### config.mk
export PLATFORM = sky130hd
export DESIGN_NAME = pool_ctrl
export DESIGN_NICKNAME = d
export VERILOG_FILES = /design/src/rtl/pool_ctrl.sv
export SDC_FILE = /design/constraint.sdc
export NUM_CORES = 1
export LEC_CHECK = 0
export CELL_PAD_IN_SITES_DETAIL_PLACEMENT = 2
export CELL_PAD_IN_SITES_GLOBAL_PLACEMENT = 2
export CORE_UTILIZATION = 26
export CTS_CLUSTER_SIZE = 25
export DETAILED_ROUTE_END_ITERATION = 8
export GPL_TIMING_DRIVEN = 0
export PLACE_DENSITY_LB_ADDON = 0.1
export SYNTH_ARGS = -nofsm -noshare
export SYNTH_HDL_FRONTEND = slang
export SYNTH_SLANG_ARGS = --single-unit
### constraint.sdc
create_clock -name clk -period 1.9 [get_ports clk]
set_clock_uncertainty 0.2 [all_clocks]
set_input_delay 0.19 -clock clk [delete_from_list [all_inputs] [get_ports clk]]
set_output_delay 0.19 -clock clk [all_outputs]
set_load 0.01 [all_outputs]
### src/rtl/pool_ctrl.sv
// Input-side controller for the max-pool stage: accepts a raster pixel stream,
// writes each pixel to the window buffers and strobes the pool function per complete window.
module pool_ctrl #(
  parameter int input_channels = 16,
  parameter int img_width      = 8,
  parameter int img_height     = 8,
  parameter int kernel_dim     = 2,
  parameter int datatype_size  = 2
) (
  input  logic                                           clk,
  input  logic                                           rst,
  input  logic                                           i_start,
  input  logic                                           i_data_valid,
  output logic                                           o_data_ready,
  input  logic [input_channels-1:0][datatype_size-1:0]   i_data,
  output logic [input_channels-1:0]                      o_ibuf_we,
  output logic [input_channels-1:0][datatype_size-1:0]   o_ibuf_wr_data,
  output logic                                           o_func_start,
  input  logic                                           i_next_busy,
  output logic                                           o_busy,
  output logic                                           o_done,
  output logic [2:0]                                     dbg_state
);

  // Handshake: a pixel transfers on a rising edge where i_data_valid and o_data_ready
  // are both 1; o_data_ready never depends on i_data_valid.

  localparam int CW        = (img_width  > 1) ? $clog2(img_width)  : 1;
  localparam int RW        = (img_height > 1) ? $clog2(img_height) : 1;
  localparam int COL_LIMIT = (img_width  / kernel_dim) * kernel_dim;
  localparam int ROW_LIMIT = (img_height / kernel_dim) * kernel_dim;

  typedef enum logic [2:0] {IDLE, STREAM, WRITE, ISSUE, DONE} state_t;

  state_t        state;
  logic [CW-1:0] col;
  logic [RW-1:0] row;
  logic          pend_last;
  logic          col_end;
  logic          row_end;
  logic          win_done;

  assign col_end  = (col == CW'(img_width - 1));
  assign row_end  = (row == RW'(img_height - 1));
  // Trailing partial columns/rows fail the limit test and never complete a window.
  assign win_done = ((int'(col) % kernel_dim) == kernel_dim - 1) &&
                    ((int'(row) % kernel_dim) == kernel_dim - 1) &&
                    (int'(col) < COL_LIMIT) && (int'(row) < ROW_LIMIT);

  // Combinational so the strobe lands in the very cycle the downstream stage frees up.
  assign o_func_start = (state == ISSUE) && !i_next_busy;
  assign dbg_state    = state;

  always_ff @(posedge clk or posedge rst) begin
    if (rst) begin
      state          <= IDLE;
      col            <= '0;
      row            <= '0;
      pend_last      <= 1'b0;
      o_data_ready   <= 1'b0;
      o_busy         <= 1'b0;
      o_done         <= 1'b0;
      o_ibuf_we      <= '0;
      o_ibuf_wr_data <= '0;
    end else begin
      o_done    <= 1'b0;
      o_ibuf_we <= '0;
      case (state)
        IDLE: begin
          if (i_start) begin
            state        <= STREAM;
            col          <= '0;
            row          <= '0;
            o_data_ready <= 1'b1;
            o_busy       <= 1'b1;
          end
        end
        STREAM: begin
          if (i_data_valid) begin
            state          <= WRITE;
            o_ibuf_wr_data <= i_data;
            o_ibuf_we      <= '1;
            o_data_ready   <= 1'b0;
          end
        end
        WRITE: begin
          pend_last <= col_end && row_end;
          if (col_end) begin
            col <= '0;
            row <= row_end ? '0 : row + 1'b1;
          end else begin
            col <= col + 1'b1;
          end
          if (win_done) begin
            state <= ISSUE;
          end else if (col_end && row_end) begin
            state  <= DONE;
            o_done <= 1'b1;
          end else begin
            state        <= STREAM;
            o_data_ready <= 1'b1;
          end
        end
        ISSUE: begin
          if (!i_next_busy) begin
            if (pend_last) begin
              state  <= DONE;
              o_done <= 1'b1;
            end else begin
              state        <= STREAM;
              o_data_ready <= 1'b1;
            end
          end
        end
        DONE: begin
          state  <= IDLE;
          o_busy <= 1'b0;
        end
        default: begin
          state        <= IDLE;
          o_data_ready <= 1'b0;
          o_busy       <= 1'b0;
        end
      endcase
    end
  end

endmodule

# Yosys cells after proc, flatten, opt, wreduce, memory -nomap -nowiden
# Cells that the tools add are included.
# W data, S select, Z words.
# totals
inputBits,37
elab_cells,82
latchBits,0
memories,0
mem_bits_ro,0
mem_bits_rw,0
ff_bits,61
# op_classes
eq_ne,13
add_sub_neg,2
bitwise,2
n_reduce_logical,13
n_div,0
multipliers,0
shift,0
muxes,28
magnitude_cmp,0
# op_table
cell,count
$mux W16,2
$mux W3,10
$ne A2 B2 Y1 const B,7
$pmux W3 S2,2
$pmux W3 S4,1
$mux W1,10
$eq A3 B3 Y1 const B,3
$reduce_and A7 Y1,1
$add A3 B1 Y3 const B,2
$eq A3 B2 Y1 const B,2
$reduce_and A2 Y1,3
$reduce_and A3 Y1,2
$pmux W1 S5,1
$pmux W1 S2,2
$eq A3 B1 Y1 const B,1
$logic_and A1 B1 Y1,3
$logic_not A3 Y1,1
$reduce_or A3 Y1,1
$not A1 Y1,2
$reduce_bool A2 Y1,1
$logic_not A1 Y1,1

# Longest topological paths before layout
# Gate-level depths: netlist of the first run.
# depth
depth_word,5
ltp_mapped,6

# Worst setup path after synthesis of the first run
# OpenSTA, ideal clock, no wires.
# synth_path
path_type,register -> register
from,"register state[2], in the netlist dbg_state[2]"
to,register o_ibuf_wr_data[10] (netlist bit)
path_stages_with_launch,5
setup_time_ns,0.125
setup_slack_ns,0.142
arrival_time_ns,1.434
t_required_ns,1.575
path_cell_list,dfrtp_1 > buf_4 > nor3b_4 > buf_6 > mux2_2
# synth_between
elab_chain_len,2
# synth_rtl
item,line,rtl
"start, declared",35,state_t state;
"start signal, assigned",56,state <= IDLE;
"start signal, assigned",71,state <= STREAM;
"start signal, assigned",80,state <= WRITE;
$eq A3 B1 Y1,68,case (state)
$reduce_and A2 Y1 (no source line),--,
"end signal, assigned",81,o_ibuf_wr_data <= i_data;
"end, declared",17,"output logic [input_channels-1:0][datatype_size-1:0] o_ibuf_wr_data,"
# Every way passes these cells.
# A chain may end at the register's enable or synchronous reset.

==> flow_summary.html, run 1 <==
<table>
<tr><th>Metric</th><th>Value</th></tr>
<tr><th colspan="2">Final layout</th></tr>
<tr><td>Count of fill cells added during filler insertion</td><td>between 800 and 900</td></tr>
<tr><td>Count of non-filler cells in the finished layout</td><td>~360</td></tr>
<tr><td>Post-layout nets</td><td>302</td></tr>
<tr><td>Final antenna diode count</td><td>0</td></tr>
<tr><td>Most used cells in the layout excluding fill and tap cells</td><td>88 x sky130_fd_sc_hd__clkdlybuf4s50_1, 41 x sky130_fd_sc_hd__dfrtp_1, 32 x sky130_fd_sc_hd__mux2_2</td></tr>
<tr><td>Most common cell after layout, fill and taps aside</td><td>sky130_fd_sc_hd__clkdlybuf4s50_1</td></tr>
<tr><td>Fraction of final layout cells sized beyond drive strength 1</td><td>roughly 34%</td></tr>
<tr><td>Finished Core Util</td><td>between 40% and 50%</td></tr>
<tr><td>P&amp;R area growth vs syn</td><td>61.1%</td></tr>
<tr><th colspan="2">Yosys</th></tr>
<tr><td>Post-synthesis average cell area</td><td>between 10 and 15 um^2</td></tr>
<tr><td>Number of instances in the synthesized netlist</td><td>~160</td></tr>
<tr><td>Count of synthesis-stage warnings from yosys</td><td>0</td></tr>
<tr><td>Share of the synthesized area in the top cell type</td><td>a little over half</td></tr>
<tr><td>Post-synth net total</td><td>about 200</td></tr>
<tr><td>Cell area after technology mapping</td><td>roughly 2100 um^2</td></tr>
<tr><td>Register area share after synthesis</td><td>55.0%</td></tr>
<tr><td>Synth cell types</td><td>33</td></tr>
<tr><td>Largest area contributor in the synthesized netlist</td><td>sky130_fd_sc_hd__dfrtp_1</td></tr>
<tr><td>Dominant cells by area after synthesis</td><td>sky130_fd_sc_hd__dfrtp_1 55%, sky130_fd_sc_hd__mux2_2 17%, sky130_fd_sc_hd__buf_4 5.7%</td></tr>
<tr><td>Synthesized flop and latch total</td><td>46</td></tr>
<tr><th colspan="2">GRT</th></tr>
<tr><td>Global-route wire length before repair</td><td>roughly 9.6 mm</td></tr>
<tr><td>GRT Util Overall</td><td>14.6%</td></tr>
<tr><td>Via count of the first global-routing pass</td><td>~1,700</td></tr>
<tr><td>Maximum number of pins on one net before global-route repair</td><td>29</td></tr>
<tr><td>Antenna violations before repair</td><td>0</td></tr>
<tr><td>Total gr overflow</td><td>0</td></tr>
<tr><th colspan="2">Die</th></tr>
<tr><td>Die outline area</td><td>about 8400 um^2</td></tr>
<tr><td>Number of standard-cell rows in the floorplan</td><td>32</td></tr>
<tr><td>Chip height</td><td>around 90 um</td></tr>
<tr><td>Initial core utilization</td><td>between 20 and 30%</td></tr>
<tr><td>Count of boundary I/O pins</td><td>92</td></tr>
<tr><td>Chip Width</td><td>91.7 um</td></tr>
<tr><td>Area of the placeable core</td><td>7770 um^2</td></tr>
<tr><th colspan="2">Drt</th></tr>
<tr><td>Number of antenna-violating nets in the routed design</td><td>0</td></tr>
<tr><td>Drt first-iter violations</td><td>27</td></tr>
<tr><td>Via density per instance</td><td>4.37</td></tr>
<tr><td>WL final</td><td>approximately 5.7 mm</td></tr>
<tr><td>Number of detailed-route iterations in the first pass</td><td>3</td></tr>
<tr><td>DRC viols</td><td>0</td></tr>
<tr><td>Total via count after detailed routing</td><td>1,588</td></tr>
<tr><td>Wire length per cell</td><td>approximately 16 um</td></tr>
<tr><th colspan="2">Clocking</th></tr>
<tr><td>TritonCTS sink count</td><td>46</td></tr>
<tr><td>Maximum buffer depth of the clock tree</td><td>2</td></tr>
<tr><td>Worst-skew pair later-pin latency</td><td>slightly below 0.3 ns</td></tr>
<tr><td>Clock slew at reported path FFs</td><td>roughly 0.090 ns</td></tr>
<tr><td>Maximum level of the CTS H-tree</td><td>2</td></tr>
<tr><td>Clock tree from TritonCTS</td><td>built</td></tr>
<tr><td>Buffer type at the clock tree root</td><td>sky130_fd_sc_hd__clkbuf_8</td></tr>
<tr><td>TritonCTS buffer count</td><td>5</td></tr>
<tr><td>Post-cts hold buffer count</td><td>0</td></tr>
<tr><th colspan="2">Critical path</th></tr>
<tr><td>CP Cell Sequence</td><td>buf_12 &gt; buf_4 &gt; clkdlybuf4s50_1</td></tr>
<tr><td>Top Family by Delay on Critical Path</td><td>buffers and inverters</td></tr>
<tr><td>Worst endpoint data arrival time</td><td>between 1 and 1.5 ns</td></tr>
<tr><td>Worst Setup End Kind</td><td>primary output</td></tr>
<tr><td>Data required time of the worst path</td><td>between 1.5 and 2 ns</td></tr>
<tr><td>Largest stage delay on the critical path</td><td>between 0.4 and 0.5 ns</td></tr>
<tr><td>WP buf/inv</td><td>3</td></tr>
<tr><td>Maximum fanout encountered on the critical timing path</td><td>16</td></tr>
<tr><td>Crit Path Category</td><td>register to primary output</td></tr>
<tr><td>Startpoint kind of the worst setup timing path</td><td>register</td></tr>
<tr><td>Slowest stage cell, crit path</td><td>sky130_fd_sc_hd__clkdlybuf4s50_1</td></tr>
<tr><th colspan="2">Timing</th></tr>
<tr><td>Final Hold Fails</td><td>0</td></tr>
<tr><td>Final worst-path cycle share</td><td>97.1%</td></tr>
<tr><td>Max Clock Freq</td><td>0.542 GHz</td></tr>
<tr><td>Final TNS setup</td><td>0 ns</td></tr>
<tr><td>Clock period minus worst slack</td><td>between 1.5 and 2 ns</td></tr>
<tr><td>Worst Max-Slew Pin Slew</td><td>about 0.45 ns</td></tr>
<tr><td>Max transition margin</td><td>approximately 70%</td></tr>
<tr><td>Final-report max-slew violation count</td><td>0</td></tr>
<tr><td>RSZ-0062 raised after global routing</td><td>no</td></tr>
<tr><td>Final setup violation count</td><td>0</td></tr>
<tr><th colspan="2">Hold path</th></tr>
<tr><td>Worst hold-check path type</td><td>primary input to async pin</td></tr>
<tr><th colspan="2">Flow run</th></tr>
<tr><td>Total of max-cap violations</td><td>0</td></tr>
<tr><th colspan="2">Power and ir drop</th></tr>
<tr><td>Leakage</td><td>around 1.4 nW</td></tr>
<tr><td>Power per Cell Area</td><td>about 1500 nW/um^2</td></tr>
<tr><td>IR Drop Worst-Case VDD</td><td>about 0.45 mV</td></tr>
<tr><th colspan="2">Place</th></tr>
<tr><td>Placed cell count</td><td>approximately 350</td></tr>
<tr><td>Placer congestion estimate</td><td>between 0.6 and 0.7</td></tr>
<tr><td>HPWL after detailed placement</td><td>between 4 and 5 mm</td></tr>
<tr><td>Buffers on Ports</td><td>91</td></tr>
<tr><th colspan="2">Outcome</th></tr>
<tr><td>Status</td><td>finished clean</td></tr>
</table>
cell usage after synthesis, drive strengths merged:
| master | number |
|---|---|
| a211oi | 1 |
| a22o | 2 |
| a22oi | 2 |
| a311oi | 1 |
| a31oi | 3 |
| and2 | 1 |
| and3 | 1 |
| buf | 21 |
| dfrtp | 46 |
| ha | 5 |
| inv | 2 |
| mux2 | 32 |
| nand2 | 8 |
| nand2b | 2 |
| nand3 | 6 |
| nand3b | 1 |
| nand4b | 1 |
| nor2 | 2 |
| nor2b | 2 |
| nor3b | 2 |
| nor4bb | 1 |
| o211ai | 1 |
| o21ai | 4 |
| o21ba | 1 |
| o31ai | 2 |
| o41ai | 1 |
| or2 | 1 |
| or3b | 2 |
| or4b | 1 |
through the flow:
stage	setup slack, ns	hold slack [ns]	instance area, um^2	power [W]
after global placement	-0.708	0.288	3130	0.00414
after CTS	0.00686	0.0286	3350	0.00508
after global routing	0.000967	0.0532	3370	0.00534
after floorplan	0.142	0.142	2090	0.00287
final	0.0542	0.0205	3370	0.00501
after detailed placement	-0.215	0.291	3150	0.00419
area by class of cell:
cell class	count	area (um^2)	area share, %
Inverter	2	7.51	0.223
Timing Repair Buffer	98	988	29.3
Buffer	21	173	5.12
Sequential cell	46	1160	34.3
Multi-Input combinational cell	86	806	23.9
Clock buffer	5	68.8	2.04
Clock inverter	3	45.0	1.34
Tap cell	102	128	3.78
what timing repair did:
item	4_1_cts	5_1_grt
setup endpoints to repair	47	5
pin swaps	1	0
buffers inserted	4	2
resized for setup	13	7
state kept, by name (all words and copies together), names as in the netlist, 3 cells and up:
register,flops
o_ibuf_wr_data,32
col,3
dbg_state,3
row,3
final timing paths:
path / start / to / slack, ns / cells after the start
worst max-delay path: o_ibuf_we[14] / o_ibuf_we[2] / 0.05 / 3
worst min-delay path: rst / o_ibuf_wr_data[9] / 0.02 / 2
worst max register to register: dbg_state[0] / col[2] / 0.08 / 4
worst min register to register: row[0] / row[0] / 0.30 / 1
max in group asynchronous: rst / col[0] / 0.96 / 3
min in group clk: i_data[10] / o_ibuf_wr_data[10] / 0.30 / 2
kinds of logic (layout without fill, tap and decap cells):
kind of cell / after synthesis / count (layout) / share of synthesized area [%]
flops: 46 / 46 / 55.0
compound gates: 18 / 18 / 6.40
buf+inv: 23 / 129 / 8.19
fa+ha+maj: 5 / 5 / 2.99
mux: 32 / 32 / 17.2
simple gates: 31 / 31 / 10.2
power breakdown:
part           switching [W]  internal [W]  total [W]
logic               0.000974       0.00166    0.00263
registers           0.000227       0.00140    0.00163
clock network       0.000352      0.000392   0.000744
per-layer routing:
layer	up-vias	share of wire, %	GRT usage [%]	routed length, um
met5	-	0	0	0
met4	0	0.73	3.13	42
met3	4	6.5	3.98	370
met2	56	47	23.1	2720
met1	780	45	20.1	2590
li1	748	-	-	-
Power figures use the tool's default switching activity.
==> inputs of run 2 (changes only) <==
Settings changed: PLACE_DENSITY set to 0.86, PLACE_DENSITY_LB_ADDON 0.1 to not set.
==> run 2 against run 1 <==
Non-clock buffer count is 2 lower. Critical path depth did not move. Clock power barely moved. Hold slack better by 0.0096 ns. Routed wire length down 3.7%. Total power decreased by 0.85%. Cell count shrank 0.55%. Worst setup slack lost 0.0055 ns. Register-to-register slack about the same. Sequential share of layout area grew 0.24 points. Global-route usage shrank 0.71 points. Highest routed layer unchanged.
==> flow_summary.html, run 2 (same netlist as run 1, synthesis figures left out) <==
<table>
<tr><th>Metric</th><th>Value</th></tr>
<tr><th colspan="2">Outcome</th></tr>
<tr><td>Status</td><td>finished clean</td></tr>
<tr><th colspan="2">Final layout</th></tr>
<tr><td>Register containing the most flip-flops in the final layout</td><td>o_ibuf_wr_data</td></tr>
<tr><td>P&amp;R area growth vs syn</td><td>60.0%</td></tr>
<tr><td>Most used cells in the layout excluding fill and tap cells</td><td>89 x sky130_fd_sc_hd__clkdlybuf4s50_1, 41 x sky130_fd_sc_hd__dfrtp_1, 32 x sky130_fd_sc_hd__mux2_2</td></tr>
<tr><td>Most common cell after layout, fill and taps aside</td><td>sky130_fd_sc_hd__clkdlybuf4s50_1</td></tr>
<tr><td>Number of flip-flops in the largest register</td><td>32 (unchanged)</td></tr>
<tr><td>Post-layout nets</td><td>300 (-0.66%)</td></tr>
<tr><td>Fraction of final layout cells sized beyond drive strength 1</td><td>33.2% (-0.51 points)</td></tr>
<tr><td>Final antenna diode count</td><td>0 (unchanged)</td></tr>
<tr><td>Count of non-filler cells in the finished layout</td><td>361 (-0.55%)</td></tr>
<tr><th colspan="2">GRT</th></tr>
<tr><td>Total gr overflow</td><td>0 (unchanged)</td></tr>
<tr><td>Via count of the first global-routing pass</td><td>1,781 (+4.0%)</td></tr>
<tr><td>GRT Util Overall</td><td>13.9% (-0.71 points)</td></tr>
<tr><td>Antenna violations before repair</td><td>0 (unchanged)</td></tr>
<tr><td>Maximum number of pins on one net before global-route repair</td><td>26 (-10%)</td></tr>
<tr><td>Global-route wire length before repair</td><td>9.24 mm (-3.6%)</td></tr>
<tr><th colspan="2">Drt</th></tr>
<tr><td>WL final</td><td>5.51 mm (-3.7%)</td></tr>
<tr><td>Number of detailed-route iterations in the first pass</td><td>3 (unchanged)</td></tr>
<tr><td>Number of antenna-violating nets in the routed design</td><td>0 (unchanged)</td></tr>
<tr><td>Wire length per cell</td><td>15.3 um (-3.2%)</td></tr>
<tr><td>DRC viols</td><td>0 (unchanged)</td></tr>
<tr><td>Via density per instance</td><td>4.42 (+0.93%)</td></tr>
<tr><td>Total via count after detailed routing</td><td>1,594 (+0.38%)</td></tr>
<tr><td>Drt first-iter violations</td><td>18 (-33%)</td></tr>
<tr><th colspan="2">Timing</th></tr>
<tr><td>Worst Max-Slew Pin Slew</td><td>0.504 ns (+0.0542 ns)</td></tr>
<tr><td>Max Clock Freq</td><td>0.540 GHz (-0.30%)</td></tr>
<tr><td>Final Hold Fails</td><td>0 (unchanged)</td></tr>
<tr><td>Final worst-path cycle share</td><td>97.4% (+0.29 points)</td></tr>
<tr><td>Max transition margin</td><td>66.3% (-3.6 points)</td></tr>
<tr><td>Clock period minus worst slack</td><td>1.85 ns (+0.00548 ns)</td></tr>
<tr><td>Final setup violation count</td><td>0 (unchanged)</td></tr>
<tr><td>Final-report max-slew violation count</td><td>0 (unchanged)</td></tr>
<tr><td>Worst hold slack</td><td>0.0301 ns (+0.00965 ns)</td></tr>
<tr><th colspan="2">Place</th></tr>
<tr><td>HPWL after detailed placement</td><td>4.19 mm (-4.1%)</td></tr>
<tr><td>Buffers on Ports</td><td>91 (unchanged)</td></tr>
<tr><td>Placer congestion estimate</td><td>0.692 (+2.9%)</td></tr>
<tr><td>Placed cell count</td><td>349 (unchanged)</td></tr>
<tr><th colspan="2">Critical path</th></tr>
<tr><td>Data required time of the worst path</td><td>1.51 ns (about the same)</td></tr>
<tr><td>Startpoint kind of the worst setup timing path</td><td>register</td></tr>
<tr><td>Maximum fanout encountered on the critical timing path</td><td>16 (unchanged)</td></tr>
<tr><td>Slowest stage cell, crit path</td><td>sky130_fd_sc_hd__clkdlybuf4s50_1</td></tr>
<tr><td>Top Family by Delay on Critical Path</td><td>buffers and inverters</td></tr>
<tr><td>Worst endpoint data arrival time</td><td>1.46 ns (about the same)</td></tr>
<tr><td>Crit Path Category</td><td>register to primary output</td></tr>
<tr><td>WP buf/inv</td><td>3 (unchanged)</td></tr>
<tr><td>Worst Setup End Kind</td><td>primary output</td></tr>
<tr><td>CP Cell Sequence</td><td>buf_12 &gt; buf_4 &gt; clkdlybuf4s50_1</td></tr>
<tr><td>Largest stage delay on the critical path</td><td>0.48 ns (about the same)</td></tr>
<tr><th colspan="2">Die</th></tr>
<tr><td>Chip Width</td><td>91.7 um (unchanged)</td></tr>
<tr><td>Area of the placeable core</td><td>7770 um^2 (unchanged)</td></tr>
<tr><td>Chip height</td><td>91.7 um (unchanged)</td></tr>
<tr><td>Count of boundary I/O pins</td><td>92 (unchanged)</td></tr>
<tr><td>Number of standard-cell rows in the floorplan</td><td>32 (unchanged)</td></tr>
<tr><td>Initial core utilization</td><td>26.9% (unchanged)</td></tr>
<tr><td>Die outline area</td><td>8410 um^2 (unchanged)</td></tr>
<tr><th colspan="2">Clocking</th></tr>
<tr><td>Maximum buffer depth of the clock tree</td><td>2 (unchanged)</td></tr>
<tr><td>Post-cts hold buffer count</td><td>0 (unchanged)</td></tr>
<tr><td>Worst-skew pair later-pin latency</td><td>0.30 ns (about the same)</td></tr>
<tr><td>TritonCTS buffer count</td><td>5 (unchanged)</td></tr>
<tr><td>Buffer type at the clock tree root</td><td>sky130_fd_sc_hd__clkbuf_8</td></tr>
<tr><td>Clock slew at reported path FFs</td><td>0.10 ns (about the same)</td></tr>
<tr><td>Maximum level of the CTS H-tree</td><td>2 (unchanged)</td></tr>
<tr><td>Clock tree from TritonCTS</td><td>built</td></tr>
<tr><td>TritonCTS sink count</td><td>46 (unchanged)</td></tr>
<tr><th colspan="2">Power and ir drop</th></tr>
<tr><td>Power per Cell Area</td><td>1480 nW/um^2 (-0.14%)</td></tr>
<tr><td>Tot Pwr</td><td>0.00496 W (-0.85%)</td></tr>
<tr><td>IR Drop Worst-Case VDD</td><td>0.347 mV (-23%)</td></tr>
<tr><td>Leakage</td><td>1.42 nW (-1.5%)</td></tr>
<tr><th colspan="2">Flow run</th></tr>
<tr><td>Total of max-cap violations</td><td>0 (unchanged)</td></tr>
<tr><th colspan="2">Hold path</th></tr>
<tr><td>Worst hold-check path type</td><td>primary input to async pin</td></tr>
</table>
[run 2: worst paths after layout]
kind,slack [ns],endpoint,startpoint,depth (start not counted)
worst min register to register,0.31,o_ibuf_wr_data[11],o_ibuf_wr_data[11],1
min in group clk,0.30,o_ibuf_wr_data[8],i_data[8],2
worst max-delay path,0.05,o_ibuf_we[12],o_ibuf_we[14],3
max in group asynchronous,0.94,o_ibuf_we[14],rst,3
worst max register to register,0.08,o_ibuf_wr_data[19],dbg_state[1],4
worst min-delay path,0.03,o_ibuf_wr_data[8],rst,2
[run 2: metal layers]
metal  wire length, um  GRT usage, %  share of wire [%]  vias to the layer above
met4                25          2.34               0.45                        0
met1              2430          16.9                 44                      796
met2              2800          25.2                 51                       55
met3               265          3.40                4.8                        2
li1                  -             -                  -                      741
met5                 0             0                  0                        -
[run 2: layout make-up]
type,count,area [um^2]
fillers,799,4420
flip-flops and latches,46,1160
repair buffers,96,971
multi-input cells,86,801
plain buffers,21,173
well taps,102,128
clock buffers,5,68.8
clock inverters,3,43.8
inverters,2,7.51
[run 2: report_power, final]
group	internal, W	switching (W)
combinational	0.00162	0.000930
clock	0.000395	0.000352
sequential	0.00140	0.000259
[run 2: per-stage QoR]
| step | TNS, ns | instance area (um^2) | util [%] | worst slack (ns) |
|---|---|---|---|---|
| final | 0 | 3350 | 43.1 | 0.0487 |
| after floorplan | 0 | 2090 | - | 0.142 |
| after global routing | -0.00624 | 3350 | 43.1 | -0.00258 |
| after global placement | -33.59 | 3130 | 40.3 | -0.602 |
| after detailed placement | -6.55 | 3150 | 40.6 | -0.223 |
| after CTS | 0 | 3320 | 42.8 | 0.0153 |
[run 2: repair_timing]
action | CTS | global route
buffers inserted | 2 | 2
endpoints found under the hold margin | 0 | 0
gates resized for setup | 12 | 7
gates cloned | 0 | 0
endpoints found under the setup margin | 47 | 3
pin swaps | 1 | 0
==> inputs of run 3 (changes only) <==
Clock period 1.9 ns to 1.88 ns, I/O delays scaled along.
==> run 3 against run 2 <==
Clock power hardly changed. Final area is 0.26% higher. Count of clock-buffer cells in the layout stayed put. Global-route usage hardly changed. Total power is 0.70% higher. Sequential power hardly changed. Largest power group unchanged. Flip-flop and latch count stayed put. Worst setup slack worse by 0.0035 ns. Via count is 0.19% higher. Non-clock buffer count stayed put. Critical path type is now register to register.
==> flow_summary.html, run 3 (same netlist as run 1, synthesis figures left out) <==
<table>
<tr><th>Metric</th><th>Value</th></tr>
<tr><th colspan="2">Power and ir drop</th></tr>
<tr><td>Tot Pwr</td><td>0.00500 W (+0.70%)</td></tr>
<tr><td>Leakage</td><td>1.52 nW (+7.4%)</td></tr>
<tr><td>Power per Cell Area</td><td>1490 nW/um^2 (+0.44%)</td></tr>
<tr><td>IR Drop Worst-Case VDD</td><td>0.356 mV (+2.6%)</td></tr>
<tr><th colspan="2">Clocking</th></tr>
<tr><td>Post-cts hold buffer count</td><td>0 (unchanged)</td></tr>
<tr><td>Clock slew at reported path FFs</td><td>0.10 ns (about the same)</td></tr>
<tr><td>Buffer type at the clock tree root</td><td>sky130_fd_sc_hd__clkbuf_8</td></tr>
<tr><td>Maximum level of the CTS H-tree</td><td>2 (unchanged)</td></tr>
<tr><td>Worst-skew pair later-pin latency</td><td>0.30 ns (about the same)</td></tr>
<tr><td>Clock tree from TritonCTS</td><td>built</td></tr>
<tr><td>Maximum buffer depth of the clock tree</td><td>2 (unchanged)</td></tr>
<tr><td>TritonCTS sink count</td><td>46 (unchanged)</td></tr>
<tr><td>TritonCTS buffer count</td><td>5 (unchanged)</td></tr>
<tr><th colspan="2">Drt</th></tr>
<tr><td>Number of detailed-route iterations in the first pass</td><td>4 (+1)</td></tr>
<tr><td>Via density per instance</td><td>4.42 (+0.19%)</td></tr>
<tr><td>DRC viols</td><td>0 (unchanged)</td></tr>
<tr><td>Number of antenna-violating nets in the routed design</td><td>0 (unchanged)</td></tr>
<tr><td>Wire length per cell</td><td>15.4 um (+0.91%)</td></tr>
<tr><td>Total via count after detailed routing</td><td>1,597 (+0.19%)</td></tr>
<tr><td>Drt first-iter violations</td><td>15 (-3)</td></tr>
<tr><td>WL final</td><td>5.56 mm (+0.91%)</td></tr>
<tr><th colspan="2">Critical path</th></tr>
<tr><td>Startpoint kind of the worst setup timing path</td><td>register</td></tr>
<tr><td>Logic depth of the worst register-to-register path</td><td>5 (+1)</td></tr>
<tr><td>Worst Setup End Kind</td><td>register</td></tr>
<tr><td>Crit Path Category</td><td>register to register</td></tr>
<tr><td>Worst endpoint data arrival time</td><td>1.82 ns (+0.36 ns)</td></tr>
<tr><td>Data required time of the worst path</td><td>1.86 ns (+0.35 ns)</td></tr>
<tr><td>Maximum fanout encountered on the critical timing path</td><td>6 (-10)</td></tr>
<tr><td>First element of the critical path</td><td>row[0]</td></tr>
<tr><td>Worst flop-to-flop path endpoint</td><td>o_data_ready</td></tr>
<tr><td>R2R setup slack</td><td>0.05 ns (-0.03 ns)</td></tr>
<tr><td>Crit Reg-Reg Startpoint</td><td>row[0]</td></tr>
<tr><td>Capturing element of the worst setup path</td><td>o_data_ready</td></tr>
<tr><th colspan="2">GRT</th></tr>
<tr><td>Via count of the first global-routing pass</td><td>1,777 (-0.22%)</td></tr>
<tr><td>Global-route wire length before repair</td><td>9.23 mm (-0.15%)</td></tr>
<tr><td>GRT Util Overall</td><td>13.9% (-0.018 points)</td></tr>
<tr><td>Maximum number of pins on one net before global-route repair</td><td>26 (unchanged)</td></tr>
<tr><td>Antenna violations before repair</td><td>0 (unchanged)</td></tr>
<tr><td>Total gr overflow</td><td>0 (unchanged)</td></tr>
<tr><th colspan="2">Place</th></tr>
<tr><td>HPWL after detailed placement</td><td>4.19 mm (unchanged)</td></tr>
<tr><td>Buffers on Ports</td><td>91 (unchanged)</td></tr>
<tr><td>Placer congestion estimate</td><td>0.692 (unchanged)</td></tr>
<tr><td>Post-DP Area</td><td>3150 um^2 (unchanged)</td></tr>
<tr><th colspan="2">Final layout</th></tr>
<tr><td>Most common cell after layout, fill and taps aside</td><td>sky130_fd_sc_hd__clkdlybuf4s50_1</td></tr>
<tr><td>Area taken by multi-input logic gates</td><td>801 um^2 (unchanged)</td></tr>
<tr><td>P&amp;R area growth vs syn</td><td>60.4%</td></tr>
<tr><td>Count of fill cells added during filler insertion</td><td>798 (-0.13%)</td></tr>
<tr><td>Number of flip-flops in the largest register</td><td>32 (unchanged)</td></tr>
<tr><td>Final Cell Area</td><td>3360 um^2 (+0.26%)</td></tr>
<tr><td>Fraction of final layout cells sized beyond drive strength 1</td><td>33.2% (unchanged)</td></tr>
<tr><td>Finished Core Util</td><td>43.2% (+0.11 points)</td></tr>
<tr><td>Post-layout nets</td><td>300 (unchanged)</td></tr>
<tr><td>Final antenna diode count</td><td>0 (unchanged)</td></tr>
<tr><td>Register containing the most flip-flops in the final layout</td><td>o_ibuf_wr_data</td></tr>
<tr><td>Most used cells in the layout excluding fill and tap cells</td><td>82 x sky130_fd_sc_hd__clkdlybuf4s50_1, 41 x sky130_fd_sc_hd__dfrtp_1, 32 x sky130_fd_sc_hd__mux2_2</td></tr>
<tr><td>Register cell area after layout</td><td>1160 um^2 (unchanged)</td></tr>
<tr><th colspan="2">Die</th></tr>
<tr><td>Chip Width</td><td>91.7 um (unchanged)</td></tr>
<tr><td>Chip height</td><td>91.7 um (unchanged)</td></tr>
<tr><td>Initial core utilization</td><td>26.9% (unchanged)</td></tr>
<tr><td>Area of the placeable core</td><td>7770 um^2 (unchanged)</td></tr>
<tr><td>Die outline area</td><td>8410 um^2 (unchanged)</td></tr>
<tr><td>Count of boundary I/O pins</td><td>92 (unchanged)</td></tr>
<tr><td>Number of standard-cell rows in the floorplan</td><td>32 (unchanged)</td></tr>
<tr><th colspan="2">Timing</th></tr>
<tr><td>Final worst-path cycle share</td><td>between 90% and 100%</td></tr>
<tr><td>Final-report max-slew violation count</td><td>0 (unchanged)</td></tr>
<tr><td>Clock period minus worst slack</td><td>between 1.5 and 2 ns</td></tr>
<tr><td>Max transition margin</td><td>66.4% (about the same)</td></tr>
<tr><td>Max Clock Freq</td><td>between 0.5 and 0.6 GHz</td></tr>
<tr><td>Final Hold Fails</td><td>0 (unchanged)</td></tr>
<tr><td>Final setup violation count</td><td>0 (unchanged)</td></tr>
<tr><td>Worst Max-Slew Pin Slew</td><td>0.504 ns (-0.000499 ns)</td></tr>
<tr><th colspan="2">Hold path</th></tr>
<tr><td>Worst hold-check path type</td><td>primary input to async pin</td></tr>
<tr><th colspan="2">Outcome</th></tr>
<tr><td>Status</td><td>finished clean</td></tr>
<tr><th colspan="2">Flow run</th></tr>
<tr><td>Total of max-cap violations</td><td>0 (unchanged)</td></tr>
</table>
-- run 3: cell count changes in the layout (fill, tap and decap cells not counted) --
cell / delta
sky130_fd_sc_hd__clkdlybuf4s50_1: -7
sky130_fd_sc_hd__clkbuf_4: -1
sky130_fd_sc_hd__buf_2: +2
sky130_fd_sc_hd__buf_6: -1
sky130_fd_sc_hd__dlymetal6s2s_1: +7
-- run 3: stage by stage --
step / worst slack (ns) / hold slack, ns / instances / setup TNS [ns]
3_5_place_dp: -0.241 / 0.297 / 349 / -7.22
5_1_grt: -0.00137 / 0.0749 / 361 / -0.00137
4_1_cts: 0.00453 / 0.0434 / 359 / 0
6_report: 0.0451 / 0.0297 / 361 / 0
2_1_floorplan: 0.122 / 0.140 / 155 / 0
3_3_place_gp: -0.620 / 0.288 / 348 / -35.09
-- run 3: worst min path at each step --
stage,endpoint,depth (start not counted)
floorplan,o_ibuf_wr_data[10],1
CTS,o_ibuf_wr_data[3],2
global placement,col[1],1
global route,o_ibuf_wr_data[8],2
detailed placement,col[1],1
finish,o_ibuf_wr_data[5],2
-- run 3: metal layers --
| layer | vias to the layer above | wire, um | GRT usage (%) |
|---|---|---|---|
| li1 | 742 | - | - |
| met1 | 798 | 2400 | 16.8 |
| met2 | 55 | 2860 | 25.2 |
| met3 | 2 | 275 | 3.40 |
| met4 | 0 | 25 | 2.34 |
| met5 | - | 0 | 0 |
-- run 3: worst max-delay path: stages (launching register included) --
cell	delay, ns
sky130_fd_sc_hd__dfrtp_2	0.46
sky130_fd_sc_hd__ha_1	0.22
sky130_fd_sc_hd__ha_2	0.21
sky130_fd_sc_hd__a22oi_2	0.18
sky130_fd_sc_hd__o211ai_2	0.11
sky130_fd_sc_hd__o41ai_1	0.34
-- run 3: report_power, final --
group          switching, W  total (W)  internal, W
logic              0.000942    0.00257      0.00163
registers          0.000258    0.00168      0.00142
clock network      0.000351   0.000750     0.000399
total               0.00155    0.00500      0.00345
-- run 3: area by class of cell --
cell class	count	share of cell area, %
Clock inverter	3	1.30
Multi-Input combinational cell	86	23.8
Clock buffer	5	2.05
Buffer	21	4.96
Sequential cell	46	34.5
Timing Repair Buffer	96	29.4
Tap cell	102	3.80
Inverter	2	0.224
-- run 3: what timing repair did --
| item | in CTS | in global routing |
|---|---|---|
| setup buffers | 2 | 1 |
| cloned | 0 | 1 |
| hold endpoints to repair | 0 | 0 |
| endpoints found under the setup margin | 47 | 36 |
| pin swaps | 1 | 1 |
| resized for setup | 13 | 11 |
